==> src/rtl/sordm5_mem_pkg.sv <==
// sordm5_mem_pkg: shared types and address-map defaults for the Sord M5 memory arbiter
package sordm5_mem_pkg;
    typedef enum logic [1:0] {IDLE, BUSY, GAP} state_t;
    typedef enum logic [1:0] {REQ_DL, REQ_CPU, REQ_AUX} req_id_t;
    localparam int AW_DEF = 25;
    localparam logic [AW_DEF-1:0] ROM_BASE_DEF = 25'h000000;
    localparam logic [AW_DEF-1:0] BIN_BASE_DEF = 25'h010000;
endpackage

==> src/rtl/sordm5_mem_arbiter_if.sv <==
// sordm5_mem_arbiter_if: byte-wide request/ack memory port; master issues, slave completes
interface sordm5_mem_arbiter_if #(parameter int AW = 25);
    logic          req;
    logic          we;
    logic [AW-1:0] addr;
    logic [7:0]    din;
    logic [7:0]    dout;
    logic          ack;
    modport master (output req, we, addr, din, input dout, ack);
    modport slave (input req, we, addr, din, output dout, ack);
endinterface

==> src/rtl/sordm5_dl_buffer.sv <==
// sordm5_dl_buffer: one-entry ioctl loader buffer with ROM/BINROM mapping, overrun flag and dl_done
module sordm5_dl_buffer
    import sordm5_mem_pkg::*;
#(
    parameter int            AW       = AW_DEF,
    parameter logic [AW-1:0] ROM_BASE = AW'(ROM_BASE_DEF),
    parameter logic [AW-1:0] BIN_BASE = AW'(BIN_BASE_DEF)
) (
    input  logic          clk_sys,
    input  logic          reset,
    input  logic          ioctl_download,
    input  logic [7:0]    ioctl_index,
    input  logic          ioctl_wr,
    input  logic [AW-1:0] ioctl_addr,
    input  logic [7:0]    ioctl_dout,
    input  logic          dl_clear,
    input  logic          dl_serving,
    output logic          dl_pending,
    output logic [AW-1:0] dl_addr,
    output logic [7:0]    dl_data,
    output logic          dl_done,
    output logic          dl_overrun
);
    logic dl_seen;
    logic accept;
    // a completing entry frees the slot in the same cycle, so a coincident byte is not an overrun
    assign accept  = ioctl_wr && (!dl_pending || dl_clear);
    assign dl_done = dl_seen && !ioctl_download && !dl_pending && !dl_serving;
    always_ff @(posedge clk_sys) begin
        if (reset) begin
            dl_pending <= 1'b0;
            dl_addr    <= '0;
            dl_data    <= '0;
            dl_overrun <= 1'b0;
            dl_seen    <= 1'b0;
        end else begin
            dl_pending <= accept || (dl_pending && !dl_clear);
            dl_addr    <= accept ? (ioctl_index == 8'd0 ? ROM_BASE : BIN_BASE) + ioctl_addr : dl_addr;
            dl_data    <= accept ? ioctl_dout : dl_data;
            dl_overrun <= dl_overrun || (ioctl_wr && !accept);
            dl_seen    <= ioctl_download || (dl_seen && !dl_done);
        end
    end
endmodule

==> src/rtl/sordm5_mem_arbiter.sv <==
// sordm5_mem_arbiter: shares one SDRAM byte port among ioctl loader, Z80 CPU and an aux requester
module sordm5_mem_arbiter
    import sordm5_mem_pkg::*;
#(
    parameter int            AW         = AW_DEF,
    parameter logic [AW-1:0] ROM_BASE   = AW'(ROM_BASE_DEF),
    parameter logic [AW-1:0] BIN_BASE   = AW'(BIN_BASE_DEF),
    parameter int            STARVE_MAX = 4
) (
    input  logic                        clk_sys,
    input  logic                        reset,
    input  logic                        ioctl_download,
    input  logic [7:0]                  ioctl_index,
    input  logic                        ioctl_wr,
    input  logic [AW-1:0]               ioctl_addr,
    input  logic [7:0]                  ioctl_dout,
    output logic                        dl_done,
    output logic                        dl_overrun,
    sordm5_mem_arbiter_if.slave         cpu,
    sordm5_mem_arbiter_if.slave         aux,
    sordm5_mem_arbiter_if.master        mem
);
    localparam int SW = $clog2(STARVE_MAX + 1);
    state_t        state;
    req_id_t       winner;
    req_id_t       pick;
    logic [SW-1:0] starve_cnt;
    logic          dl_pending;
    logic [AW-1:0] dl_addr;
    logic [7:0]    dl_data;
    logic          cpu_ok;
    logic          aux_ok;
    logic          grant;
    logic          pick_we;
    logic [AW-1:0] pick_addr;
    logic [7:0]    pick_din;
    logic          dl_serving;
    logic          dl_clear;
    sordm5_dl_buffer #(.AW(AW), .ROM_BASE(ROM_BASE), .BIN_BASE(BIN_BASE)) u_dl (
        .clk_sys        (clk_sys),
        .reset          (reset),
        .ioctl_download (ioctl_download),
        .ioctl_index    (ioctl_index),
        .ioctl_wr       (ioctl_wr),
        .ioctl_addr     (ioctl_addr),
        .ioctl_dout     (ioctl_dout),
        .dl_clear       (dl_clear),
        .dl_serving     (dl_serving),
        .dl_pending     (dl_pending),
        .dl_addr        (dl_addr),
        .dl_data        (dl_data),
        .dl_done        (dl_done),
        .dl_overrun     (dl_overrun)
    );
    assign dl_serving = state == BUSY && winner == REQ_DL;
    assign dl_clear   = dl_serving && mem.ack;
    // a download in progress locks out cpu and aux even when the loader buffer is empty
    always_comb begin
        cpu_ok    = !ioctl_download && cpu.req;
        aux_ok    = !ioctl_download && aux.req;
        grant     = state == IDLE && (dl_pending || cpu_ok || aux_ok);
        pick      = dl_pending ? REQ_DL
                  : aux_ok && (!cpu_ok || starve_cnt == SW'(STARVE_MAX)) ? REQ_AUX : REQ_CPU;
        pick_we   = pick == REQ_DL || (pick == REQ_AUX ? aux.we : cpu.we);
        pick_addr = pick == REQ_DL ? dl_addr : pick == REQ_AUX ? aux.addr : cpu.addr;
        pick_din  = pick == REQ_DL ? dl_data : pick == REQ_AUX ? aux.din : cpu.din;
    end
    always_ff @(posedge clk_sys) begin
        if (reset) begin
            state      <= IDLE;
            winner     <= REQ_DL;
            starve_cnt <= '0;
            mem.req    <= 1'b0;
            mem.we     <= 1'b0;
            mem.addr   <= '0;
            mem.din    <= '0;
            cpu.ack    <= 1'b0;
            cpu.dout   <= '0;
            aux.ack    <= 1'b0;
            aux.dout   <= '0;
        end else begin
            cpu.ack <= 1'b0;
            aux.ack <= 1'b0;
            if (!aux.req || (grant && pick == REQ_AUX))
                starve_cnt <= '0;
            else if (grant && pick == REQ_CPU && starve_cnt != SW'(STARVE_MAX))
                starve_cnt <= starve_cnt + 1'b1;
            case (state)
                IDLE: if (grant) begin
                    winner   <= pick;
                    mem.req  <= 1'b1;
                    mem.we   <= pick_we;
                    mem.addr <= pick_addr;
                    mem.din  <= pick_din;
                    state    <= BUSY;
                end
                BUSY: if (mem.ack) begin
                    mem.req  <= 1'b0;
                    state    <= GAP;
                    cpu.ack  <= winner == REQ_CPU;
                    aux.ack  <= winner == REQ_AUX;
                    cpu.dout <= winner == REQ_CPU ? mem.dout : cpu.dout;
                    aux.dout <= winner == REQ_AUX ? mem.dout : aux.dout;
                end
                default: state <= IDLE;
            endcase
        end
    end
endmodule
==> src/flat_wrapper.sv <==
// flat-port wrapper written by rule: the top's interface ports become plain ports
module sordm5_mem_arbiter_flat import sordm5_mem_pkg::*;
#(
    parameter int            AW         = AW_DEF,
    parameter logic [AW-1:0] ROM_BASE   = AW'(ROM_BASE_DEF),
    parameter logic [AW-1:0] BIN_BASE   = AW'(BIN_BASE_DEF),
    parameter int            STARVE_MAX = 4
)
  (clk_sys, reset, ioctl_download, ioctl_index, ioctl_wr, ioctl_addr, ioctl_dout, dl_done, dl_overrun, cpu_req, cpu_we, cpu_addr, cpu_din, cpu_dout, cpu_ack, aux_req, aux_we, aux_addr, aux_din, aux_dout, aux_ack, mem_req, mem_we, mem_addr, mem_din, mem_dout, mem_ack);
  sordm5_mem_arbiter_if #(.AW(AW)) cpu_i ();
  sordm5_mem_arbiter_if #(.AW(AW)) aux_i ();
  sordm5_mem_arbiter_if #(.AW(AW)) mem_i ();
  input  logic clk_sys;
  input  logic reset;
  input  logic ioctl_download;
  input  logic [7:0] ioctl_index;
  input  logic ioctl_wr;
  input  logic [AW-1:0] ioctl_addr;
  input  logic [7:0] ioctl_dout;
  output logic dl_done;
  output logic dl_overrun;
  input wire logic [$bits(cpu_i.req)-1:0] cpu_req;
  input wire logic [$bits(cpu_i.we)-1:0] cpu_we;
  input wire logic [$bits(cpu_i.addr)-1:0] cpu_addr;
  input wire logic [$bits(cpu_i.din)-1:0] cpu_din;
  output wire logic [$bits(cpu_i.dout)-1:0] cpu_dout;
  output wire logic [$bits(cpu_i.ack)-1:0] cpu_ack;
  input wire logic [$bits(aux_i.req)-1:0] aux_req;
  input wire logic [$bits(aux_i.we)-1:0] aux_we;
  input wire logic [$bits(aux_i.addr)-1:0] aux_addr;
  input wire logic [$bits(aux_i.din)-1:0] aux_din;
  output wire logic [$bits(aux_i.dout)-1:0] aux_dout;
  output wire logic [$bits(aux_i.ack)-1:0] aux_ack;
  output wire logic [$bits(mem_i.req)-1:0] mem_req;
  output wire logic [$bits(mem_i.we)-1:0] mem_we;
  output wire logic [$bits(mem_i.addr)-1:0] mem_addr;
  output wire logic [$bits(mem_i.din)-1:0] mem_din;
  input wire logic [$bits(mem_i.dout)-1:0] mem_dout;
  input wire logic [$bits(mem_i.ack)-1:0] mem_ack;
  assign cpu_i.req = cpu_req;
  assign cpu_i.we = cpu_we;
  assign cpu_i.addr = cpu_addr;
  assign cpu_i.din = cpu_din;
  assign cpu_dout = cpu_i.dout;
  assign cpu_ack = cpu_i.ack;
  assign aux_i.req = aux_req;
  assign aux_i.we = aux_we;
  assign aux_i.addr = aux_addr;
  assign aux_i.din = aux_din;
  assign aux_dout = aux_i.dout;
  assign aux_ack = aux_i.ack;
  assign mem_req = mem_i.req;
  assign mem_we = mem_i.we;
  assign mem_addr = mem_i.addr;
  assign mem_din = mem_i.din;
  assign mem_i.dout = mem_dout;
  assign mem_i.ack = mem_ack;
  sordm5_mem_arbiter #(.AW(AW), .ROM_BASE(ROM_BASE), .BIN_BASE(BIN_BASE), .STARVE_MAX(STARVE_MAX)) u_core (.clk_sys(clk_sys), .reset(reset), .ioctl_download(ioctl_download), .ioctl_index(ioctl_index), .ioctl_wr(ioctl_wr), .ioctl_addr(ioctl_addr), .ioctl_dout(ioctl_dout), .dl_done(dl_done), .dl_overrun(dl_overrun), .cpu(cpu_i), .aux(aux_i), .mem(mem_i));
endmodule
==> config.mk <==
export PLATFORM = sky130hd
export DESIGN_NAME = sordm5_mem_arbiter_flat
export DESIGN_NICKNAME = d
export VERILOG_FILES = /design/src/rtl/sordm5_mem_pkg.sv /design/src/rtl/sordm5_mem_arbiter_if.sv /design/src/rtl/sordm5_dl_buffer.sv /design/src/rtl/sordm5_mem_arbiter.sv /design/src/flat_wrapper.sv
export SDC_FILE = /design/constraint.sdc
export NUM_CORES = 1
export LEC_CHECK = 0
export ABC_AREA = 1
export BUFFER_PORTS_ARGS = -buffer_cell sky130_fd_sc_hd__buf_2
export CORE_MARGIN = 2
export CORE_UTILIZATION = 50
export DETAILED_ROUTE_END_ITERATION = 16
export GPL_ROUTABILITY_DRIVEN = 0
export PLACE_DENSITY = 0.81
export SYNTH_ARGS = -nofsm -noshare
export SYNTH_HDL_FRONTEND = slang
export SYNTH_SLANG_ARGS = --single-unit
==> constraint.sdc <==
create_clock -name clk_sys -period 2.7 [get_ports clk_sys]
set_input_delay 0.27 -clock clk_sys [delete_from_list [all_inputs] [get_ports clk_sys]]
set_output_delay 0.27 -clock clk_sys [all_outputs]
set_load 0.02 [all_outputs]
**Yosys cells after proc, flatten, opt, wreduce, memory -nomap -nowiden**

Cells that the tools add are included.

- Reductions and logical operators: 45
- Eq/ne operators: 9
- Muxes and demuxes: 14
- $add $sub $neg: 2
- Bitwise gates (word level): 2

Operators with widths:

| cell | number |
|---|---|
| 25-bit two-way mux | 2 |
| 17-bit by 25-bit adder with 25-bit output | 1 |
| 17-bit two-way mux | 1 |
| 1-bit logical AND | 16 |
| 8-bit two-way mux | 2 |
| 1-bit logical OR | 9 |
| 3-bit AND reduction | 3 |
| 1-bit zero test | 8 |
| 8-bit zero test | 1 |
| 2-bit two-way mux | 4 |
| 2-bit by 1-bit == test with 1-bit output (second input constant) | 3 |
| 2-bit zero test | 3 |
| 2-bit == test (second input constant) | 2 |
| 2-bit case mux with 2 select lines | 1 |
| 2-bit AND reduction | 2 |
| 3-bit by 1-bit adder with 3-bit output (second input constant) | 1 |
| 3-bit == test (second input constant) | 1 |
| 1-bit two-way mux | 3 |
| 3-bit inequality test (second input constant) | 1 |
| 3-bit OR reduction | 1 |
| 2-bit by 1-bit inequality test with 1-bit output (second input constant) | 1 |
| 2-bit inequality test (second input constant) | 1 |
| 1-bit inverter | 2 |
| 1-bit case mux with 2 select lines | 1 |
| other kinds (2) | 2 |

- Output and inout port bits: 55
- Input port bits: 124
- Flip-flop bits (word level): 96
- Logic and storage cells: 88

**Logic depth before layout (Yosys ltp)**

- Depth after elaboration: 11
- Mapped depth: 12
- Gate-level depth less buffers: 11

**Cells and area by module**

Synthesis repeated with hierarchy kept, for this count alone.

- Cell total of the unflattened synthesis: 643
- Area, all modules: 4441.8 um^2

By module, submodules not included:

| module | seq. area each (um^2) | cells an instance | area an instance (um^2) | times used |
|---|---|---|---|---|
| sordm5_mem_arbiter | 1201.2 | 443 | 2959.1 | 1 |
| sordm5_dl_buffer | 720.7 | 200 | 1482.7 | 1 |

**Worst setup path before layout**

Ideal clock, no wire load.

- Path type: register to output
- Start point: register u_core.u_dl.dl_pending
- End point: output dl_done
- Path buffers: 3
- Required time: 2.430 ns
- Arrival time: 1.403 ns
- Setup slack: 1.027 ns
- Cell stages (with the launch flop): 7
- Path through: dfxtp_1 buf_4 inv_2 buf_6 buf_2 nand2_1 nor3b_1

- Longest elaborated chain between the ends: 3

RTL lines:

| item | line | RTL |
|---|---|---|
| from (decl) | sordm5_dl_buffer.sv:18 | `output logic dl_pending,` |
| from (signal assigned) | sordm5_dl_buffer.sv:37 | `dl_pending <= accept \|\| (dl_pending && !dl_clear);` |
| 1-bit zero test | sordm5_dl_buffer.sv:28 | `assign dl_done = dl_seen && !ioctl_download && !dl_pending && !dl_serving;` |
| 1-bit logical AND (2 in series) | sordm5_dl_buffer.sv:28 |  |
| to (decl) | flat_wrapper.sv:20 | `output logic dl_done;` |

Every way passes these cells.

**Worst setup path in the final report**

- Start point: register u_core.starve_cnt[0]
- End point: register u_core.mem.addr[9]

- Longest elaborated chain between the ends: 8
- Elaborated cells between the ends (all ways): 9
- Those cells by class: eq/ne: 2; mux: 4; reduce/logical: 3

RTL lines:

| item | line | RTL |
|---|---|---|
| from (decl) | sordm5_mem_arbiter.sv:27 | `logic [SW-1:0] starve_cnt;` |
| from (signal assigned) | sordm5_mem_arbiter.sv:87 | `starve_cnt <= starve_cnt + 1'b1;` |
| 3-bit == test (*) | sordm5_mem_arbiter.sv:63 | `: aux_ok && (!cpu_ok \|\| starve_cnt == SW'(STARVE_MAX)) ? REQ_AUX : REQ_CPU;` |
| 1-bit logical OR (*) | sordm5_mem_arbiter.sv:63 |  |
| 1-bit logical AND (*) | sordm5_mem_arbiter.sv:63 |  |
| 2-bit two-way mux (*) | sordm5_mem_arbiter.sv:63 |  |
| 2-bit two-way mux (*) | sordm5_mem_arbiter.sv:62 | `pick = dl_pending ? REQ_DL` |
| 2-bit == test | sordm5_mem_arbiter.sv:65 | `pick_addr = pick == REQ_DL ? dl_addr : pick == REQ_AUX ? aux.addr : cpu.addr;` |
| 25-bit two-way mux | sordm5_mem_arbiter.sv:65 |  |
| 25-bit two-way mux (*) | sordm5_mem_arbiter.sv:65 |  |
| to (signal assigned) | sordm5_mem_arbiter.sv:93 | `mem.addr <= pick_addr;` |
| to (decl) | sordm5_mem_arbiter_if.sv:9 | `modport master (output req, we, addr, din, input dout, ack);` |

Mark *: on every way between the ends. The rest lies on a longest branch, timed or not.
A chain may end at the register's enable or synchronous reset.

==> flow_metrics.tcl <==
set metrics [dict create \
    mostFrequentLayoutCell "nand2_1" \
    critPathMostFrequentCell "nand2_1" \
    arrival_ns 2.18 \
    port_buffers 178 \
    num_antenna_cells 0 \
    critPathKind "reg2reg" \
    post_drt_wl_per_cell_um 12.1 \
    vias 4945 \
    power_density_nw_per_um2 554 \
    crit_chain "inv_1 -> ha_1 -> nand2_1 -> nand2_1 -> nand3_2 -> nor2_4 -> nand2_1 -> nand3_1 -> nand2_1 -> inv_1" \
    clkSlewWorstSetupHoldPaths_ns 0.09 \
    crit_slowest_cell "nor2_4" \
    p_leak_nw 3.28 \
    cts.sinks 96 \
    syn_to_final_growth_pct 23.7 \
    fin_cells 1019 \
    end_kind "register" \
    dr.pass1.iters 4 \
    yosysTopAreaCell "dfxtp_1" \
    grt_pass1_wl_mm 19.9 \
    peakVddDrop_uv 358 \
    yosysUniqueCellTypes 28 \
    h-tree-depth 3 \
    antenna_found_initial 0 \
    dp_cells 1003 \
    period_needed_ns 1.88 \
    core-area_um2 9240 \
    track_usage 0.240 \
    die_area_um2 10300 \
    cp-start-kind "register" \
    status "finished clean" \
    drv_slew 0 \
    fin_skew_ns 0.0120 \
    clk_path_buf_depth 2 \
    ys_seq_area_frac 0.403 \
    worstPathRequired_ns 3.01 \
    layout_common_cells "nand2_1, buf_2, dfxtp_1" \
    rows 35 \
    syn_inst 729 \
    grt_pass1_vias 4477 \
    cts_made_buffers 9 \
    relSlewSlack 0.478 \
    drc 0 \
    path_delay_family "simple AND/OR/NAND/NOR gates" \
    crit_buf_inv 2 \
    viasPerCell 4.85 \
    post_cts_buffers 0 \
    ioPinCount 179 \
    cts_resized 0 \
    cts-root-buf "clkbuf_8" \
    period_share 0.695 \
    syn-num-nets 857 \
    yosysTopAreaCellShare 0.403 \
    synth_area_per_cell_um2 6.54 \
    clk_latency_ns 0.37 \
    netlist_area_um2 4770 \
    num-nets-final 1013 \
    synthTopCellsByArea "dfxtp_1, nand2_1, nand3_1, nor2_1, inv_1" \
    critPathMaxStageDelay_ns 0.64 \
    holdWs_ns 0.139 \
    rsz0062_at_grt "no" \
    synth-seq-cells 96 \
    global_route.overflow_total 0 \
    drive_gt1_frac 0.247 \
    dp_hpwl_mm 8.40 \
    start_util 0.516 \
    drv_cap 0 \
    r2r_slack_ns 0.82 \
    die_x_um 102 \
    cts_tree "built" \
    first_iter_violations 158 \
    tightest_slew_ns 0.781 \
    yosysWarnings 0 \
    crit_path_max_fanout 33 \
    min_path_type "in2reg" \
    antenna_left 0 \
    die_h_um 102 \
    tns_ns 0 \
    hold_viol 0 \
    setup_viol 0 \
    cts_hold_buffers 0 \
    grt_max_degree 62 \
    wirelength_mm 12.3 \
    fmax_ghz 0.533 \
]
-- synthesized netlist by cell type (all sizes together) --
cell type	instances
nor3	4
xnor2	2
nor3b	1
buf	26
ha	4
clkbuf	18
nand4	3
dfxtp	96
o21a	1
nand3	76
a21oi	38
nand3b	26
xor2	4
inv	61
nor2	90
o21ai	19
nor4	2
nand2	258
-- where the power goes --
| part | total, mW | internal, mW | leakage, nW | switching (mW) |
|---|---|---|---|---|
| logic | 0.684 | 0.264 | 2.38 | 0.420 |
| clock network | 1.02 | 0.486 | 0.106 | 0.532 |
| registers | 1.56 | 1.52 | 0.788 | 0.0483 |
-- routing by layer --
layer	up-vias	track usage	wire length, um
met4	0	0.0800	185
met3	13	0.0524	900
met2	164	0.394	5540
met1	2178	0.312	5660
li1	2590	-	-
met5	-	0	0
-- worst register-to-register path: stages, from the launching register on --
cell and delay (ns):
dfxtp_1 0.34, inv_1 0.06, ha_1 0.15, nand2_1 0.07, nand2_1 0.11, nand3_2 0.11, nor2_4 0.64, nand2_1 0.15
nand3_1 0.11, nand2_1 0.05, inv_1 0.05
-- area by class of cell --
class / count / area (um2)
multi-input cells: 528 / 2390
inverters: 61 / 229
repair buffers: 189 / 986
well taps: 129 / 161
fillers: 903 / 3340
clock inverters: 5 / 63.8
flip-flops and latches: 96 / 1920
clock buffers: 11 / 151
-- cells by family after synthesis --
group | after synthesis | synth area share
simple gates | 460 | 0.412
buf+inv | 105 | 0.0979
flops | 96 | 0.403
compound gates | 58 | 0.0653
xor+xnor | 6 | 0.0110
fa+ha+maj | 4 | 0.0105
-- flip-flops by register name (all words and copies together) (netlist names), 2 cells and up --
name                 count
u_core.starve_cnt        3
u_core.mem.addr         25
u_core.u_dl.dl_addr     25
u_core.aux.dout          8
u_core.u_dl.dl_data      8
u_core.cpu.dout          8
u_core.mem.din           8
u_core.winner            2
u_core.state             2
-- through the flow --
stage / power (mW) / setup WS, ns / area [um2] / util
3_3_place_gp: 2.27 / 0.887 / 5690 / 0.615
4_1_cts: 3.29 / 0.786 / 5900 / 0.639
2_1_floorplan: 2.06 / 1.03 / 4770 / -
5_1_grt: 3.44 / 0.579 / 5900 / 0.639
3_5_place_dp: 2.28 / 0.812 / 5690 / 0.615
6_report: 3.27 / 0.822 / 5900 / 0.639
-- path summary, 6_finish.rpt --
kind | startpoint | to | cells after the start
max | u_core.starve_cnt[0]$_SDFFE_PP0P_ | u_core.mem.addr[9]$_SDFFE_PP0P_ | 10
min | aux_we | u_core.mem.we$_SDFFE_PP0P_ | 3
max reg2reg | u_core.starve_cnt[0]$_SDFFE_PP0P_ | u_core.mem.addr[9]$_SDFFE_PP0P_ | 10
min reg2reg | u_core.u_dl.dl_overrun$_SDFF_PP0_ | u_core.u_dl.dl_overrun$_SDFF_PP0_ | 1
(Power assumes the default switching activity.)
